## src/rtl/gas_station_pkg.sv

```systemverilog
// Shared types for the fuel-pump scheduler: FSM encoding and default widths.
package gas_station_pkg;

  typedef enum logic [1:0] {
    IDLE       = 2'b00,
    ARMED      = 2'b01,
    DELIVERING = 2'b10,
    CLOSE      = 2'b11
  } pump_state_t;

  localparam int UNITS_W_DEF = 8;

endpackage

```

## src/rtl/pump_scheduler_rr_arbiter.sv

```systemverilog
// Combinational round-robin pick: first requester searching upward from i_ptr+1, wrapping.
module rr_arbiter #(
  parameter int LANES = 4,
  parameter int PTR_W = (LANES > 1) ? $clog2(LANES) : 1
) (
  input  logic [LANES-1:0] i_req,
  input  logic [PTR_W-1:0] i_ptr,
  output logic [LANES-1:0] o_grant,
  output logic             o_valid
);

  logic [PTR_W-1:0] w_idx;

  always_comb begin
    o_grant = '0;
    o_valid = 1'b0;
    w_idx   = '0;
    for (int k = 1; k <= LANES; k++) begin
      w_idx = PTR_W'((int'(i_ptr) + k) % LANES);
      if (!o_valid && i_req[w_idx]) begin
        o_grant[w_idx] = 1'b1;
        o_valid        = 1'b1;
      end
    end
  end

endmodule

```

## src/rtl/pump_scheduler.sv

```systemverilog
// Shares one pump among LANES lanes: round-robin grant, payment wait, metered delivery.
// Optional ARMED-state payment timeout enabled by defining PUMP_SCHED_TIMEOUT_EN.
module pump_scheduler
  import gas_station_pkg::*;
#(
  parameter int LANES   = 4,
  parameter int UNITS_W = UNITS_W_DEF,
  parameter int TIMEOUT = 16
) (
  input  logic               clock,
  input  logic               reset,
  input  logic [LANES-1:0]   REQ,
  input  logic               START,
  input  logic [UNITS_W-1:0] UNITS,
  input  logic               FLOW_TICK,
  input  logic               TANKFULL,
  input  logic               EMERGENCY_STOP,
  output logic [1:0]         state,
  output logic [LANES-1:0]   GRANT,
  output logic               DELIVERGAS,
  output logic               DONE,
  output logic [UNITS_W-1:0] DELIVERED
);

  localparam int PTR_W = (LANES > 1) ? $clog2(LANES) : 1;

  pump_state_t        r_state, w_state_next;
  logic [PTR_W-1:0]   r_ptr, w_ptr_next;
  logic [PTR_W-1:0]   r_lane, w_lane_next;
  logic [LANES-1:0]   r_grant, w_grant_next;
  logic               r_gas, w_gas_next;
  logic               r_done, w_done_next;
  logic [UNITS_W-1:0] r_delivered, w_delivered_next;
  logic [UNITS_W-1:0] r_limit, w_limit_next;

  logic [LANES-1:0]   w_win;
  logic               w_win_valid;
  logic [PTR_W-1:0]   w_win_idx;
  logic               w_req_held;
  logic               w_tick_ok;
  logic [UNITS_W-1:0] w_cnt;

`ifdef PUMP_SCHED_TIMEOUT_EN
  localparam int TMR_W = $clog2(TIMEOUT + 1);
  logic [TMR_W-1:0] r_timer, w_timer_next;
`endif

  rr_arbiter #(.LANES(LANES), .PTR_W(PTR_W)) u_arb (
    .i_req   (REQ),
    .i_ptr   (r_ptr),
    .o_grant (w_win),
    .o_valid (w_win_valid)
  );

  always_comb begin
    w_win_idx = '0;
    for (int k = 0; k < LANES; k++) begin
      if (w_win[k]) w_win_idx = PTR_W'(k);
    end
  end

  assign w_req_held = REQ[r_lane];
  // Ticks past the limit are dropped so the count can never wrap.
  assign w_tick_ok  = FLOW_TICK && (r_delivered < r_limit);
  assign w_cnt      = r_delivered + UNITS_W'(w_tick_ok);

  always_comb begin
    w_state_next     = r_state;
    w_ptr_next       = r_ptr;
    w_lane_next      = r_lane;
    w_grant_next     = r_grant;
    w_gas_next       = r_gas;
    w_done_next      = 1'b0;
    w_delivered_next = r_delivered;
    w_limit_next     = r_limit;
`ifdef PUMP_SCHED_TIMEOUT_EN
    w_timer_next     = '0;
`endif
    case (r_state)
      IDLE: begin
        if (w_win_valid && !EMERGENCY_STOP) begin
          w_grant_next = w_win;
          w_lane_next  = w_win_idx;
          w_state_next = ARMED;
        end
      end
      ARMED: begin
        if (!w_req_held) begin
          w_grant_next = '0;
          w_ptr_next   = r_lane;
          w_state_next = IDLE;
        end else if (START && !EMERGENCY_STOP) begin
          w_limit_next     = UNITS;
          w_delivered_next = '0;
          if (UNITS == '0) begin
            w_state_next = CLOSE;
            w_done_next  = 1'b1;
          end else begin
            w_state_next = DELIVERING;
            w_gas_next   = 1'b1;
          end
        end
`ifdef PUMP_SCHED_TIMEOUT_EN
        else if (r_timer == TMR_W'(TIMEOUT - 1)) begin
          w_delivered_next = '0;
          w_state_next     = CLOSE;
          w_done_next      = 1'b1;
        end else begin
          w_timer_next = r_timer + 1'b1;
        end
`endif
      end
      DELIVERING: begin
        w_delivered_next = w_cnt;
        if ((w_cnt == r_limit) || TANKFULL || EMERGENCY_STOP || !w_req_held) begin
          w_gas_next   = 1'b0;
          w_done_next  = 1'b1;
          w_state_next = CLOSE;
        end
      end
      CLOSE: begin
        w_grant_next = '0;
        w_ptr_next   = r_lane;
        w_state_next = IDLE;
      end
      default: w_state_next = IDLE;
    endcase
  end

  always_ff @(posedge clock or posedge reset) begin
    if (reset) begin
      r_state     <= IDLE;
      r_ptr       <= PTR_W'(LANES - 1);
      r_lane      <= '0;
      r_grant     <= '0;
      r_gas       <= 1'b0;
      r_done      <= 1'b0;
      r_delivered <= '0;
      r_limit     <= '0;
    end else begin
      r_state     <= w_state_next;
      r_ptr       <= w_ptr_next;
      r_lane      <= w_lane_next;
      r_grant     <= w_grant_next;
      r_gas       <= w_gas_next;
      r_done      <= w_done_next;
      r_delivered <= w_delivered_next;
      r_limit     <= w_limit_next;
    end
  end

`ifdef PUMP_SCHED_TIMEOUT_EN
  always_ff @(posedge clock or posedge reset) begin
    if (reset) r_timer <= '0;
    else       r_timer <= w_timer_next;
  end
`endif

  assign state      = r_state;
  assign GRANT      = r_grant;
  assign DELIVERGAS = r_gas;
  assign DONE       = r_done;
  assign DELIVERED  = r_delivered;

endmodule

```

## config.mk

```make
export PLATFORM = sky130hd
export DESIGN_NAME = pump_scheduler
export DESIGN_NICKNAME = d
export VERILOG_FILES = /design/src/rtl/gas_station_pkg.sv /design/src/rtl/pump_scheduler_rr_arbiter.sv /design/src/rtl/pump_scheduler.sv
export SDC_FILE = /design/constraint.sdc
export NUM_CORES = 1
export LEC_CHECK = 0
export CORE_UTILIZATION = 49
export DETAILED_ROUTE_END_ITERATION = 8
export PLACE_DENSITY = 0.84
export SYNTH_ARGS = -nofsm -noshare
export SYNTH_HDL_FRONTEND = slang
export SYNTH_HIERARCHICAL = 1
export SYNTH_SLANG_ARGS = --single-unit
```

## constraint.sdc

```tcl
create_clock -name clock -period 3.3 [get_ports clock]
set_input_delay 0.33 -clock clock [delete_from_list [all_inputs] [get_ports clock]]
set_output_delay 0.33 -clock clock [all_outputs]
set_load 0.02 [all_outputs]
```

==> results.yml, run 1 <==
outcome:
  status: "complete, but fails checks"
  violations: "setup timing"
synth:
  async_flop_share_pct: 100
  netlist_area_um2: 2240
  yosysSeqAreaShare_pct: 31.4
  yosysMostFrequentCell: "dfrtp_1"
  netlist.area_leader.share_pct: 29.1
  synth_edf_count: 0
  yosys-top-cells-count: "dfrtp_1 (26), inv_1 (23), ha_1 (22)"
  ys_seq_elements: 28
  syn_inst: 233
  syn_nets: 273
  netlist_top_cells_area: "dfrtp_1 (29%), ha_1 (12%), mux2_2 (6.0%), mux2i_1 (4.0%), inv_1 (3.9%)"
  avgSynthCellArea_um2: 9.60
  synthFlopType: "dfrtp_1"
  synth-warning-count: 6
  netlist-cell-type-count: 54
  synth_largest_area_cell: "dfrtp_1"
power_and_ir_drop:
  p_comb_share_pct: 62.2
  pwr-share-seq_pct: 27.9
  p_sw_uw: 938
  leakage_uw: 0.00129
  sw_frac_of_total_pct: 43.5
  vdd_drop_max_uv: 432
  clkPwrFrac_pct: 9.9
  p_int_uw: 1220
  power_density_nw_per_um2: 735
flow_run:
  cap_viol_max_count: 0
detailed_routing:
  drc: 0
  ant_nets: 0
  first_pass_iters: 4
  via_per_inst: 5.87
  drt-total-wl_um: 5350
  wire_per_inst_um: 16.2
  vias: 1936
  drt-initial-drc-count: 143
clock_network:
  cts.sinks: 28
  cts-hold-fix-buffers: 0
  numCtsBuffers: 3
  clk_pin_slew_ps: 100
  root_buffer: "clkbuf_8"
  clkLatencyLatePin_ps: 270
  htree_levels: 1
  cts_tree: "built"
  clockBufferDepth: 2
floorplanning:
  start_util_pct: 51.0
  coreArea_um2: 4380
  dieArea_um2: 4840
  die_h_um: 69.6
  num_rows: 24
  die_w_um: 69.6
  boundaryPins: 34
worst_setup_path:
  crit_arrival_ps: 3690
  cp-start-kind: "flop"
  end_kind: "flop"
  rr_worst_depth: 16
  cp_data_required_time_ps: 3500
  r2r_slack_ps: -190
  crit_type: "flop to flop"
  r2r-start: "r_limit[1]$_DFFE_PP0P_"
  path_max_fanout: 4
timing:
  postLayoutSetupSlackWorst_ps: -188
  fmax_ghz: 0.287
  holdWs_ps: 411
  relSlewSlack_pct: 54.5
  rsz0062_at_grt: "true"
  slew_viol_final: 0
  hold_viol: 0
  fin_skew_ps: 5.03
  worst_pin_slew_ps: 683
  finalCritPeriodShare_pct: 106
  setup_tns_ps: -398
  layout_min_cycle_time_ps: 3490
  setup_violations: 4
global_routing:
  grt_overflow: 0
  grt_pass1_wl_um: 8670
  antenna_found_initial: 0
  grt_max_degree: 29
  grt.total_usage_pct: 22.4
  grt_pass1_vias: 1796
finish:
  finalNonFillerCells: 330
  layout-drive-gt1-share_pct: 21.2
  final_nets: 319
  diodes: 0
  area_delta_synth_final_pct: 31.1
place:
  io_buffer_count: 33
  dp_cells: 325
  globalplace.congestion: 0.880
  hpwl_um: 3780
worst_hold_path:
  min-delay-path-class: "input pin to async pin"
==> layer usage <==
layer / share of wire [%] / wire length [um] / track usage (%) / vias to the layer above
met5: 0 / 0 / 0 / -
met4: 1.8 / 98 / 6.12 / 0
met3: 3.2 / 173 / 1.74 / 11
met2: 49 / 2620 / 36.5 / 53
met1: 46 / 2460 / 32.1 / 938
li1: - / - / - / 934
==> layout by cell type (no fill, tap or decap), drive strengths merged, types with 7 or more instances in the layout <==
cell type and instances:
clkdlybuf4s50 33, dfrtp 26, buf 13, ha 22, nand2 18, a21oi 7, a21o 7, nor2 10
nand2b 7, mux2i 9, o21ai 15, mux2 12, nand3 11, inv 23
==> kinds of logic (layout without fill, tap and decap cells) <==
logic type / after synthesis / in the layout / share of synthesized area (%)
AOI/OAI and AO/OA: 54 / 54 / 17.7
muxes: 23 / 23 / 12.3
adders and majority gates: 22 / 22 / 12.3
DFF: 28 / 28 / 31.4
buffers and inverters: 28 / 73 / 5.43
and+or+nand+nor: 70 / 70 / 17.1
xor gates and xnor gates: 8 / 8 / 3.75
==> how the worst max path moves through the flow <==
stage	startpoint	cells past startpoint	endpoint
finish	r_limit[1]$_DFFE_PP0P_	16	flop
global route	r_limit[1]$_DFFE_PP0P_	16	flop
CTS	r_limit[1]$_DFFE_PP0P_	16	flop
detailed placement	r_limit[1]$_DFFE_PP0P_	16	flop
global placement	r_limit[1]$_DFFE_PP0P_	16	flop
floorplan	DELIVERED[1]$_DFFE_PP0P_	15	flop
==> power groups by stage <==
stage / clock, uW / sequential [uW] / combinational (uW)
after floorplan: 0 / 626 / 828
after global placement: 0 / 594 / 1130
after detailed placement: 0 / 598 / 1180
after CTS: 219 / 595 / 1250
after global routing: 228 / 622 / 1460
final: 213 / 601 / 1340
==> registers in the layout (all words and copies together), names as in the netlist, named ones only <==
name,cells
DELIVERED,8
DELIVERGAS,1
DONE,1
GRANT,4
r_lane,2
r_limit,8
r_ptr,2
state,1
==> layout make-up <==
cell class / instances / area, um^2
Multi-Input combinational cell: 177 / 1590
Sequential cell: 28 / 704
Tap cell: 52 / 65.1
Inverter: 23 / 86.3
Clock buffer: 4 / 55.1
Timing Repair Buffer: 46 / 428
Fill cell: 334 / 1450
==> through the flow <==
stage / power, uW / utilization (%) / area, um^2 / setup slack, ps
3_5_place_dp: 1780 / 62.0 / 2720 / -324
2_1_floorplan: 1450 / - / 2270 / 12.7
4_1_cts: 2070 / 65.0 / 2850 / -120
5_1_grt: 2310 / 66.8 / 2930 / -291
6_report: 2150 / 66.8 / 2930 / -188
3_3_place_gp: 1730 / 62.0 / 2720 / -80.3
==> repair_timing <==
item                       in CTS  in global routing
resized for setup              18                 10
buffers inserted                0                  1
setup endpoints to repair       4                  4
pin swaps                       8                  6
==> critical path, cell delays in order, from the launching register on <==
cell and delay (ps):
dfrtp_1 410, inv_2 70, ha_4 190, a21o_1 160
a21o_1 170, a21o_1 180, a21o_1 230, a2111oi_4 290
or2_1 190, ha_4 180, ha_4 220, xor2_4 160
a2111oi_4 210, o21a_1 220, a31oi_4 120, a21oi_2 180
mux2i_1 220
Note: power is estimated with default switching activity, not from simulation.
==> run 2: changes to the inputs <==
--- a/config.mk
+++ b/config.mk
@@ -8,6 +8,7 @@
 export CORE_UTILIZATION = 49
 export DETAILED_ROUTE_END_ITERATION = 8
 export PLACE_DENSITY = 0.84
+export REMOVE_ABC_BUFFERS = 1
 export SYNTH_ARGS = -nofsm -noshare
 export SYNTH_HDL_FRONTEND = slang
 export SYNTH_HIERARCHICAL = 1
==> results.yml, run 2 (same netlist as run 1, synthesis figures left out) <==
global_routing:
  grt_max_degree: 29
  grt.total_usage_pct: 23.3
  grt_overflow: 0
  antenna_found_initial: 0
  grt_pass1_vias: 1963
  grt_pass1_wl_um: 9050
worst_setup_path:
  r2r-start: "r_limit[1]$_DFFE_PP0P_"
  end_kind: "flop"
  crit_type: "flop to flop"
  crit_arrival_ps: 3600
  r2r_slack_ps: -100
  rr_worst_depth: 16
  cp_data_required_time_ps: 3510
  cp-start-kind: "flop"
  path_max_fanout: 4
place:
  globalplace.congestion: 0.885
  hpwl_um: 3780
  io_buffer_count: 33
  dp_cells: 330
timing:
  holdWs_ps: 515
  worst_pin_slew_ps: 1060
  fin_skew_ps: 3.27
  relSlewSlack_pct: 29.3
  rsz0062_at_grt: "true"
  setup_violations: 2
  fmax_ghz: 0.294
  hold_viol: 0
  layout_min_cycle_time_ps: 3400
  postLayoutSetupSlackWorst_ps: -96.2
  finalCritPeriodShare_pct: 103
  slew_viol_final: 0
finish:
  seq_area_um2: 703
  fill_cells: 372
  multi_input_area_um2: 1520
  layout-drive-gt1-share_pct: 20.1
  diodes: 0
  area_delta_synth_final_pct: 29.2
  final_cell_mix: "clkdlybuf4s50_1 (33), dfrtp_1 (26), inv_1 (23)"
  fin_util_pct: 65.9
  mostFrequentLayoutCell: "clkdlybuf4s50_1"
  final_nets: 325
  finalNonFillerCells: 336
detailed_routing:
  via_per_inst: 5.86
  drt-initial-drc-count: 85
  first_pass_iters: 5
  ant_nets: 0
  drt-total-wl_um: 5310
  wire_per_inst_um: 15.8
  drc: 0
  vias: 1968
clock_network:
  clk_pin_slew_ps: 90
  htree_levels: 1
  clockBufferDepth: 2
  root_buffer: "clkbuf_8"
  cts.sinks: 28
  numCtsBuffers: 3
  cts_tree: "built"
  clkLatencyLatePin_ps: 290
floorplanning:
  dieArea_um2: 4840
  num_rows: 24
  die_h_um: 69.6
  die_w_um: 69.6
  start_util_pct: 51.0
  boundaryPins: 34
  coreArea_um2: 4380
power_and_ir_drop:
  sw_frac_of_total_pct: 43.1
  p_sw_uw: 906
  vdd_drop_max_uv: 411
  p_comb_share_pct: 62.3
  clkPwrFrac_pct: 9.4
  power_density_nw_per_um2: 728
  leakage_uw: 0.00129
  pwr-share-seq_pct: 28.3
  p_int_uw: 1200
flow_run:
  cap_viol_max_count: 0
outcome:
  violations: "setup timing"
  status: "complete, but fails checks"
worst_hold_path:
  hold_path_startpoint: "DELIVERGAS$_DFFE_PP0P_"
  min_path_cells: 2
  holdPathEnd: "DELIVERGAS$_DFFE_PP0P_"
  min-delay-path-class: "flop to flop"
-- run 2: worst max path at each step --
stage / cells past startpoint / startpoint / to / slack [ps]
after global routing: 16 / r_limit[1]$_DFFE_PP0P_ / flop / -260
after global placement: 15 / DELIVERED[1]$_DFFE_PP0P_ / flop / -240
final: 16 / r_limit[1]$_DFFE_PP0P_ / flop / -100
after CTS: 16 / r_limit[1]$_DFFE_PP0P_ / flop / -60
after detailed placement: 15 / DELIVERED[1]$_DFFE_PP0P_ / flop / -370
after floorplan: 15 / DELIVERED[1]$_DFFE_PP0P_ / flop / -210
-- run 2: per-layer routing --
metal / vias to the layer above / routed length [um] / track usage (%)
li1: 940 / - / -
met1: 962 / 2240 / 27.9
met2: 50 / 2730 / 41.6
met3: 16 / 181 / 2.91
met4: 0 / 159 / 10.2
met5: - / 0 / 0
-- run 2: layout make-up --
class,count,area share [%]
flip-flops and latches,28,24.4
repair buffers,52,16.4
inverters,23,2.99
clock buffers,4,1.56
multi-input cells,177,52.5
well taps,52,2.25
-- run 2: through the flow --
step           area, um^2  setup TNS [ps]  setup slack, ps  total power (uW)
6_report             2890            -108            -96.2              2100
5_1_grt              2890            -648             -261              2260
4_1_cts              2860           -56.1            -56.1              2060
3_5_place_dp         2720            -992             -373              1790
3_3_place_gp         2720            -588             -238              1750
2_1_floorplan        2200            -503             -213              1420
-- run 2: critical path, stage by stage, from the launching register on --
cell	delay [ps]
dfrtp_1	350
inv_1	40
ha_1	280
a21o_1	150
a21o_1	170
a21o_1	150
a21o_1	180
a2111oi_4	300
or2_1	200
ha_4	170
nand3_2	120
xnor2_1	160
a2111oi_2	290
o21a_1	220
a31oi_4	110
a21oi_2	200
mux2i_1	220
-- run 2: timing repair --
item / 4_1_cts / 5_1_grt
setup buffers: 2 / 0
pin swaps: 11 / 2
hold buffers: 0 / 0
resized for setup: 15 / 5
setup endpoints to repair: 4 / 4
-- run 2: power by group through the flow --
stage | logic, uW | clock network, uW | registers [uW]
detailed placement | 1190 | 0 | 596
global route | 1430 | 213 | 616
finish | 1310 | 198 | 596
CTS | 1270 | 196 | 591
global placement | 1160 | 0 | 589
floorplan | 786 | 0 | 633
==> run 3: changes to the inputs <==
--- a/config.mk
+++ b/config.mk
@@ -5,10 +5,13 @@
 export SDC_FILE = /design/constraint.sdc
 export NUM_CORES = 1
 export LEC_CHECK = 0
+export CORE_ASPECT_RATIO = 1.1
 export CORE_UTILIZATION = 49
 export DETAILED_ROUTE_END_ITERATION = 8
+export HOLD_SLACK_MARGIN = 0.06
 export PLACE_DENSITY = 0.84
 export REMOVE_ABC_BUFFERS = 1
+export SLEW_MARGIN = 15
 export SYNTH_ARGS = -nofsm -noshare
 export SYNTH_HDL_FRONTEND = slang
 export SYNTH_HIERARCHICAL = 1
==> results.yml, run 3 (same netlist as run 1, synthesis figures left out) <==
clock_network:
  cts-hold-fix-buffers: 0
  numCtsBuffers: 3
  clockBufferDepth: 2
  clkLatencyLatePin_ps: 280
  cts.sinks: 28
  clk_pin_slew_ps: 90
  htree_levels: 1
  cts_tree: "built"
  root_buffer: "clkbuf_8"
  postCtsSetupRepairBufs: 0
timing:
  fin_skew_ps: 4.23
  worst_pin_slew_ps: 1020
  rsz0062_at_grt: "true"
  relSlewSlack_pct: 31.3
  hold_viol: 0
  fmax_ghz: 0.298
  setup_violations: 2
  finalCritPeriodShare_pct: 102
  postLayoutSetupSlackWorst_ps: -58.8
  slew_viol_final: 0
  layout_min_cycle_time_ps: 3360
worst_setup_path:
  end_kind: "flop"
  crit_path_max_incr_delay_ps: 350
  path_delay_family: "compound AO/OA/AOI/OAI gates"
  path_common_cell: "a21o_1"
  cp-start-kind: "flop"
  path_buf_inv: 2
  path_max_fanout: 4
  cp_data_required_time_ps: 3500
  crit_arrival_ps: 3560
  crit_path_cell_trace: "inv_1 -> ha_1 -> a21o_1 -> a21o_1 -> a21o_1 -> a21o_1 -> a2111oi_2 -> or2_1 -> ha_4 -> nand3_2 -> buf_4 -> o211ai_1 -> nor2_1 -> a21oi_1 -> a31oi_4 -> a21oi_2 -> mux2i_1"
  crit_type: "flop to flop"
  critPathSlowestCell: "dfrtp_1"
power_and_ir_drop:
  sw_frac_of_total_pct: 43.1
  p_int_uw: 1200
  power_density_nw_per_um2: 730
  clkPwrFrac_pct: 9.2
  p_sw_uw: 907
  leakage_uw: 0.00129
  pwr-share-seq_pct: 28.3
  power.total_uw: 2100
  p_comb_share_pct: 62.4
  vdd_drop_max_uv: 406
worst_hold_path:
  min-delay-path-class: "input pin to async pin"
global_routing:
  grt_max_degree: 29
  grt.total_usage_pct: 24.1
  grt_pass1_vias: 1928
  grt_overflow: 0
  antenna_found_initial: 0
  grt_pass1_wl_um: 8860
detailed_routing:
  drt-total-wl_um: 5360
  drc: 0
  via_per_inst: 5.78
  first_pass_iters: 4
  wire_per_inst_um: 15.9
  ant_nets: 0
  drt-initial-drc-count: 131
  vias: 1952
flow_run:
  cap_viol_max_count: 0
finish:
  diodes: 0
  final_cell_mix: "clkdlybuf4s50_1 (33), dfrtp_1 (26), inv_1 (22)"
  final_area_um2: 2880
  layout-drive-gt1-share_pct: 20.4
  area_delta_synth_final_pct: 29.0
  finalNonFillerCells: 338
  fill_cells: 361
  mostFrequentLayoutCell: "clkdlybuf4s50_1"
  final_nets: 325
floorplanning:
  start_util_pct: 51.4
  die_h_um: 72.8
  die_w_um: 66.4
  coreArea_um2: 4350
  dieArea_um2: 4840
  boundaryPins: 34
  num_rows: 25
outcome:
  status: "complete, but fails checks"
  violations: "setup timing"
place:
  dp_cells: 334
  placed_area_um2: 2740
  hpwl_um: 3920
  globalplace.congestion: 0.885
  io_buffer_count: 33
run 3: cell count changes in the layout (fill, tap and decap cells not counted), sizes merged:
cell,before,now
clkinv,0,1
inv,23,22
run 3: routing by layer:
metal,wire (um),part of all wire (%),GRT usage (%),vias up
li1,-,-,-,951
met4,148,2.8,9.69,0
met1,2160,40,27.3,937
met2,2890,54,45.5,50
met5,0,0,0,-
met3,164,3.1,2.50,14
run 3: cell type report:
type | count | area (um^2) | share of cell area, %
Multi-Input combinational cell | 177 | 1510 | 52.3
Sequential cell | 28 | 703 | 24.4
Timing Repair Buffer | 52 | 473 | 16.4
Inverter | 23 | 86.3 | 2.99
Tap cell | 54 | 67.6 | 2.34
Clock buffer | 4 | 45.0 | 1.56
run 3: power by group through the flow:
stage                     combinational (uW)  sequential, uW  clock, uW
after floorplan                          786             633          0
after global placement                  1160             591          0
after detailed placement                1200             596          0
after CTS                               1310             594        198
after global routing                    1430             614        209
final                                   1310             596        194
run 3: what timing repair did:
item,4_1_cts,5_1_grt
resized for setup,17,3
endpoints found under the setup margin,5,5
pin swaps,14,0
run 3: worst paths after layout:
path	from	depth (start not counted)	slack [ps]	to
setup / recovery	r_limit[1]$_DFFE_PP0P_	17	-60	flop
hold / removal	reset	2	470	GRANT[1]$_DFFE_PP0P_
setup reg to reg	r_limit[1]$_DFFE_PP0P_	17	-60	flop
hold reg to reg	GRANT[2]$_DFFE_PP0P_	2	550	GRANT[2]$_DFFE_PP0P_
max in group asynchronous	reset	2	2360	DELIVERED[7]$_DFFE_PP0P_
min in group clock	GRANT[2]$_DFFE_PP0P_	2	550	GRANT[2]$_DFFE_PP0P_
run 3: metrics by stage:
stage                     setup slack, ps  hold slack, ps  utilization (%)  TNS, ps
after floorplan                      -213             394                -     -503
after detailed placement             -358             527             63.1    -1060
after global routing                 -235             532             66.3     -622
after CTS                           -13.1             548             66.3    -13.1
after global placement               -230             509             63.1     -569
final                               -58.8             467             66.3    -99.1
